<file path="src/rtl/sequence_enumerator.sv">
// Enumerates every gate sequence of length 1..min(max_length, DEPTH_MAX) in odometer order,
// one index/gate beat per ready/available transfer. Optional macro PRUNE_REPEAT_EN skips
// sequences containing two equal adjacent gates.
module sequence_enumerator #(
  parameter int unsigned NUM_GATES = 24,
  parameter int unsigned GATE_W    = 5,
  parameter int unsigned DEPTH_MAX = 16,
  parameter int unsigned IDX_W     = 5
) (
  input  logic              clk,
  input  logic              reset,
  input  logic [IDX_W-1:0]  max_length,
  input  logic              start,
  input  logic              abort,
  output logic              complete,
  output logic [IDX_W-1:0]  seq_index,
  output logic [GATE_W-1:0] seq_gate,
  output logic              ready,
  output logic              first,
  output logic              last,
  input  logic              available
);

  // Gate storage spans the full index space so idx_q addresses it without truncation.
  localparam int unsigned       Slots   = 2 ** IDX_W;
  localparam logic [GATE_W-1:0] TopGate = GATE_W'(NUM_GATES - 1);

  typedef enum logic [1:0] {StIdle, StEmit, StAdvance, StDone} state_e;

  state_e             state_q, state_d;
  logic [IDX_W-1:0]   len_q, len_d;
  logic [IDX_W-1:0]   lim_q, lim_d;
  logic [IDX_W-1:0]   idx_q, idx_d;
  logic [IDX_W-1:0]   eff_lim;
  logic [GATE_W-1:0]  gates_q [Slots];
  logic [GATE_W-1:0]  gates_d [Slots];
  logic [GATE_W-1:0]  inc_gates [Slots];
  logic               inc_carry;
`ifdef PRUNE_REPEAT_EN
  logic               inc_legal;
`endif

  assign eff_lim = (max_length > IDX_W'(DEPTH_MAX)) ? IDX_W'(DEPTH_MAX) : max_length;

  // Next odometer value over the active length; index len_q-1 is the least significant digit.
  always_comb begin
    inc_gates = gates_q;
    inc_carry = 1'b1;
    for (int i = int'(DEPTH_MAX) - 1; i >= 0; i--) begin
      if ((IDX_W'(i) < len_q) && inc_carry) begin
        if (gates_q[IDX_W'(i)] == TopGate) begin
          inc_gates[IDX_W'(i)] = '0;
        end else begin
          inc_gates[IDX_W'(i)] = gates_q[IDX_W'(i)] + GATE_W'(1);
          inc_carry            = 1'b0;
        end
      end
    end
`ifdef PRUNE_REPEAT_EN
    inc_legal = 1'b1;
    for (int i = 1; i < int'(DEPTH_MAX); i++) begin
      if ((IDX_W'(i) < len_q) && (inc_gates[IDX_W'(i)] == inc_gates[IDX_W'(i - 1)])) begin
        inc_legal = 1'b0;
      end
    end
`endif
  end

  always_comb begin
    state_d = state_q;
    len_d   = len_q;
    lim_d   = lim_q;
    idx_d   = idx_q;
    gates_d = gates_q;
    unique case (state_q)
      StIdle: begin
        if (start) begin
          lim_d   = eff_lim;
          len_d   = IDX_W'(1);
          idx_d   = '0;
          gates_d = '{default: '0};
          state_d = (eff_lim == '0) ? StDone : StEmit;
        end
      end
      StEmit: begin
        if (abort) begin
          idx_d   = '0;
          state_d = StDone;
        end else if (available) begin
          if (idx_q == len_q - IDX_W'(1)) begin
            idx_d   = '0;
            state_d = StAdvance;
          end else begin
            idx_d = idx_q + IDX_W'(1);
          end
        end
      end
      StAdvance: begin
        if (abort) begin
          state_d = StDone;
        end else if (inc_carry) begin
          if (len_q == lim_q) begin
            state_d = StDone;
          end else begin
            len_d   = len_q + IDX_W'(1);
            state_d = StEmit;
`ifdef PRUNE_REPEAT_EN
            // 0,1,0,1,... is the smallest repeat-free sequence of any length.
            for (int i = 0; i < int'(DEPTH_MAX); i++) begin
              gates_d[IDX_W'(i)] = GATE_W'(i % 2);
            end
`else
            gates_d = '{default: '0};
`endif
          end
        end else begin
          gates_d = inc_gates;
`ifdef PRUNE_REPEAT_EN
          state_d = inc_legal ? StEmit : StAdvance;
`else
          state_d = StEmit;
`endif
        end
      end
      StDone: begin
        state_d = StIdle;
      end
      default: begin
        state_d = StIdle;
      end
    endcase
  end

  always_ff @(posedge clk) begin
    if (reset) begin
      state_q <= StIdle;
      len_q   <= IDX_W'(1);
      lim_q   <= '0;
      idx_q   <= '0;
      gates_q <= '{default: '0};
    end else begin
      state_q <= state_d;
      len_q   <= len_d;
      lim_q   <= lim_d;
      idx_q   <= idx_d;
      gates_q <= gates_d;
    end
  end

  always_comb begin
    ready     = (state_q == StEmit);
    complete  = (state_q == StDone);
    first     = ready && (idx_q == '0);
    last      = ready && (idx_q == len_q - IDX_W'(1));
    seq_index = idx_q;
    seq_gate  = gates_q[idx_q];
  end

endmodule
</file>
<file path="config.mk">
export PLATFORM = sky130hd
export DESIGN_NAME = sequence_enumerator
export DESIGN_NICKNAME = d
export VERILOG_FILES = /design/src/rtl/sequence_enumerator.sv
export SDC_FILE = /design/constraint.sdc
export NUM_CORES = 1
export LEC_CHECK = 0
export ABC_AREA = 0
export ABC_CLOCK_PERIOD_IN_PS = 3800
export CORE_UTILIZATION = 62
export CTS_CLUSTER_DIAMETER = 60
export CTS_CLUSTER_SIZE = 25
export DETAILED_ROUTE_END_ITERATION = 10
export PLACE_DENSITY = 0.91
export SYNTH_ARGS = -nofsm -noshare
export SYNTH_HDL_FRONTEND = slang
export SYNTH_SLANG_ARGS = --single-unit
</file>
<file path="constraint.sdc">
create_clock -name clk -period 3.8 [get_ports clk]
set_clock_uncertainty 0.15 [all_clocks]
set_input_delay 0.76 -clock clk [delete_from_list [all_inputs] [get_ports clk]]
set_output_delay 0.76 -clock clk [all_outputs]
set_load 0.05 [all_outputs]
</file>
==> reports/summary.txt <==
Worst VDD drop: 0.2668 mV
Vias per cell: 7.186
Worst-Margin Slew: 0.8405 ns
Min cycle time layout: 3.620 ns
Post-DP HPWL: 12930 µm
Cell family with most CP delay: flip-flops
Clock Path Buffers: 2
Vias: 6410
Drt drc: 0
Largest net degree at the start of global routing: 84
Final WL: 18590 µm
Die width: 103.8 µm
Num CTS Buffers: 9
Synthesis Warnings: 0
Fmax: 276.2 MHz
Global-route wire length before repair: 30250 µm
Post-synth ARST share: 0%
P_leak: 0.002368 µW
PwrDens: 298.7 nW/µm²
ANT nets after route: 0
Most frequent cells in the layout: dfxtp_1 (96), a21oi_1 (60), nor2_1 (55), nand2_1 (48), o21ai_0 (40)
Crit. End Element: primary output
H-tree depth: 3
Part of the power in registers: 50.4%
Die height: 103.8 µm
Antenna violations before repair: 0
CTS tree: built
Syn avg cell area: 8.586 µm²
PortBufs: 23
Die area: 10780 µm²
Initial Util: 64.90%
Maximum net fanout on the critical path: 16
Buffers & Inverters on Critical Path: 2
IO Pins: 24
Clk pwr share: 31.9%
Final core occ: 69.90%
CP max-delay cell: dfxtp_1
Crit path arrival time: 2.71 ns
HP Class: reg2reg
Relative slew slack: 43.97%
Largest stage delay, worst path: 0.71 ns
Ant diodes: 0
Row count: 36
Area grow syn2layout: 7.704%
Status: finished, final reports clean
Sink Count: 97
Worst-path clk slew: 0.09 ns
Post-synthesis cell area: 6431 µm²
NetSw: 648.3 µW
Max-slew violations: 0
Critical path type: reg2out
CTS root buf: clkbuf_8
Setup TNS: 0 ns
Clk Latency, worst-skew pair: 0.41 ns
Post-Syn Nets: 780
Cells after Synth: 749
Fillers: 765
Sw Share: 31.33%
Fin crit share: 95.26%
Flop2flop setup slack: 0.45 ns
Vias in the first global route: 6069
Setup-failing EPs final: 0
Post-CTS Repair Setup Buffers: 0
Seq/Total Area, Yosys: 30.19%
RSZ-0062 raised after global routing: false
Yosys reg bits: 97
Most common cell after layout, fill and taps aside: dfxtp_1
Netlist cell types: 76
Worst-path cell chain: inv_1, ha_1, nor3b_1, o311a_1, nor3_1, and2_1, buf_12
Max Cap Viol: 0
Most common flop cell mapped by yosys: dfxtp_1
Share of cells above drive strength 1: 12.25%
All-Layer GR Usage: 34.98%
CORE AREA: 9910 µm²
Combinational power share: 17.8%
Worst Path Required: 2.89 ns
Number of flops mapped to enable cells by yosys: 0
Final Hold Fails: 0
Int Power: 1421 µW
Placer Congestion: 0.9981
Setup crit start kind: register
Initial DRC count: 717
DR pass1 iterations: 6
Grt ovf: 0
# nets final: 785
WL/cell: 20.84 µm
[state kept, by name, summed over array words and instances (netlist names)]
name and flops:
len_q 5, state_q 2, seq_index 5, lim_q 5
gates_q 80
[power groups by stage]
stage / registers (µW) / logic (µW) / clock network [µW]
floorplan: 1050 / 262 / 0
finish: 1040 / 368 / 660
detailed placement: 1060 / 354 / 0
global route: 1040 / 391 / 697
CTS: 1040 / 357 / 655
global placement: 1060 / 342 / 0
[cell usage after synthesis (all sizes together), types with 4 or more instances]
library cell | count | share of area [%]
nor3 | 23 | 1.9
and3 | 6 | 0.58
a21oi | 63 | 5.1
or4 | 4 | 0.47
dfxtp | 97 | 30
o2bb2ai | 5 | 0.68
o31ai | 4 | 0.54
inv | 18 | 1.1
xnor2 | 10 | 1.4
o21ai | 44 | 3.5
clkbuf | 24 | 1.4
mux4 | 25 | 8.8
a41oi | 4 | 0.54
nor3b | 8 | 0.93
nor2b | 13 | 1.3
and4 | 4 | 0.54
ha | 21 | 4.1
xor2 | 8 | 1.1
nand4b | 12 | 1.6
o22ai | 6 | 0.58
nand2 | 48 | 2.8
and2 | 11 | 1.1
buf | 22 | 1.9
and4b | 9 | 1.4
a21o | 10 | 1.2
nand3b | 10 | 1.2
a32oi | 4 | 0.54
nand3 | 33 | 2.6
a211oi | 9 | 1.2
nor4 | 11 | 1.5
or3 | 7 | 0.68
o21a | 8 | 0.93
nand4 | 19 | 1.8
a31oi | 23 | 2.5
nor2 | 56 | 3.3
nand2b | 20 | 2.1
a311oi | 10 | 1.4
[kinds of logic (layout without fill, tap and decap cells)]
kind of cell             after synthesis  count (layout)  share of synthesized area, %
buffers and inverters                 64              74                         4.319
flip-flops                            97              97                         30.19
XOR/XNOR                              18              18                         2.451
multiplexers                          29              29                         9.436
AND/OR/NAND/NOR                      303             303                         26.97
AO/OA/AOI/OAI                        217             217                         22.55
adder cells (fa/ha/maj)               21              21                         4.086
[metal layers]
metal,GRT usage (%),vias up,wire length [µm]
met4,19.29,0,958
met1,42.39,3023,6965
met2,56.14,418,8680
li1,-,2876,-
met5,0,-,0
met3,9.692,93,1985
[worst paths after layout]
| check | startpoint | to | depth (start not counted) |
|---|---|---|---|
| max | len_q[0] | last | 7 |
| min | lim_q[3] | lim_q[3] | 2 |
| max reg2reg | gates_q[125] | gates_q[150] | 9 |
| min reg2reg | lim_q[3] | lim_q[3] | 2 |
[worst register-to-register path, stage by stage, from the launching register on]
cell and delay, ns:
dfxtp_1 0.47, ha_1 0.24, nand4b_1 0.24, a21boi_0 0.33
o21ba_1 0.20, and4_1 0.46, a31o_2 0.62, a21oi_1 0.24
nand2b_1 0.21, a21oi_1 0.14
[cell type report]
cell class / count / area, µm² / area share (%)
inverter: 18 / 67.56 / 0.9754
clock inverter: 4 / 26.28 / 0.3793
tap: 133 / 166.4 / 2.402
multi-input combinational: 588 / 4218 / 60.89
clock buffer: 12 / 155.1 / 2.240
sequential: 97 / 1943 / 28.05
timing repair buffer: 40 / 350.3 / 5.058
[repair_timing]
item,in CTS,in global routing
hold buffers,0,0
resized for setup,0,1
endpoints found under the setup margin,0,1
[per-stage QoR]
stage	instances	instance area (µm²)	hold WS (ns)	setup slack (ns)	total power, µW
after floorplan	749	6439	0.2934	0.001976	1316
after global placement	876	6744	0.3074	0.5791	1406
after detailed placement	876	6744	0.3156	0.4404	1419
after CTS	892	6925	0.3319	0.1566	2053
after global routing	892	6927	0.3486	0.02041	2132
final	892	6927	0.3278	0.1800	2069
Note: power is estimated with default switching activity, not from simulation.
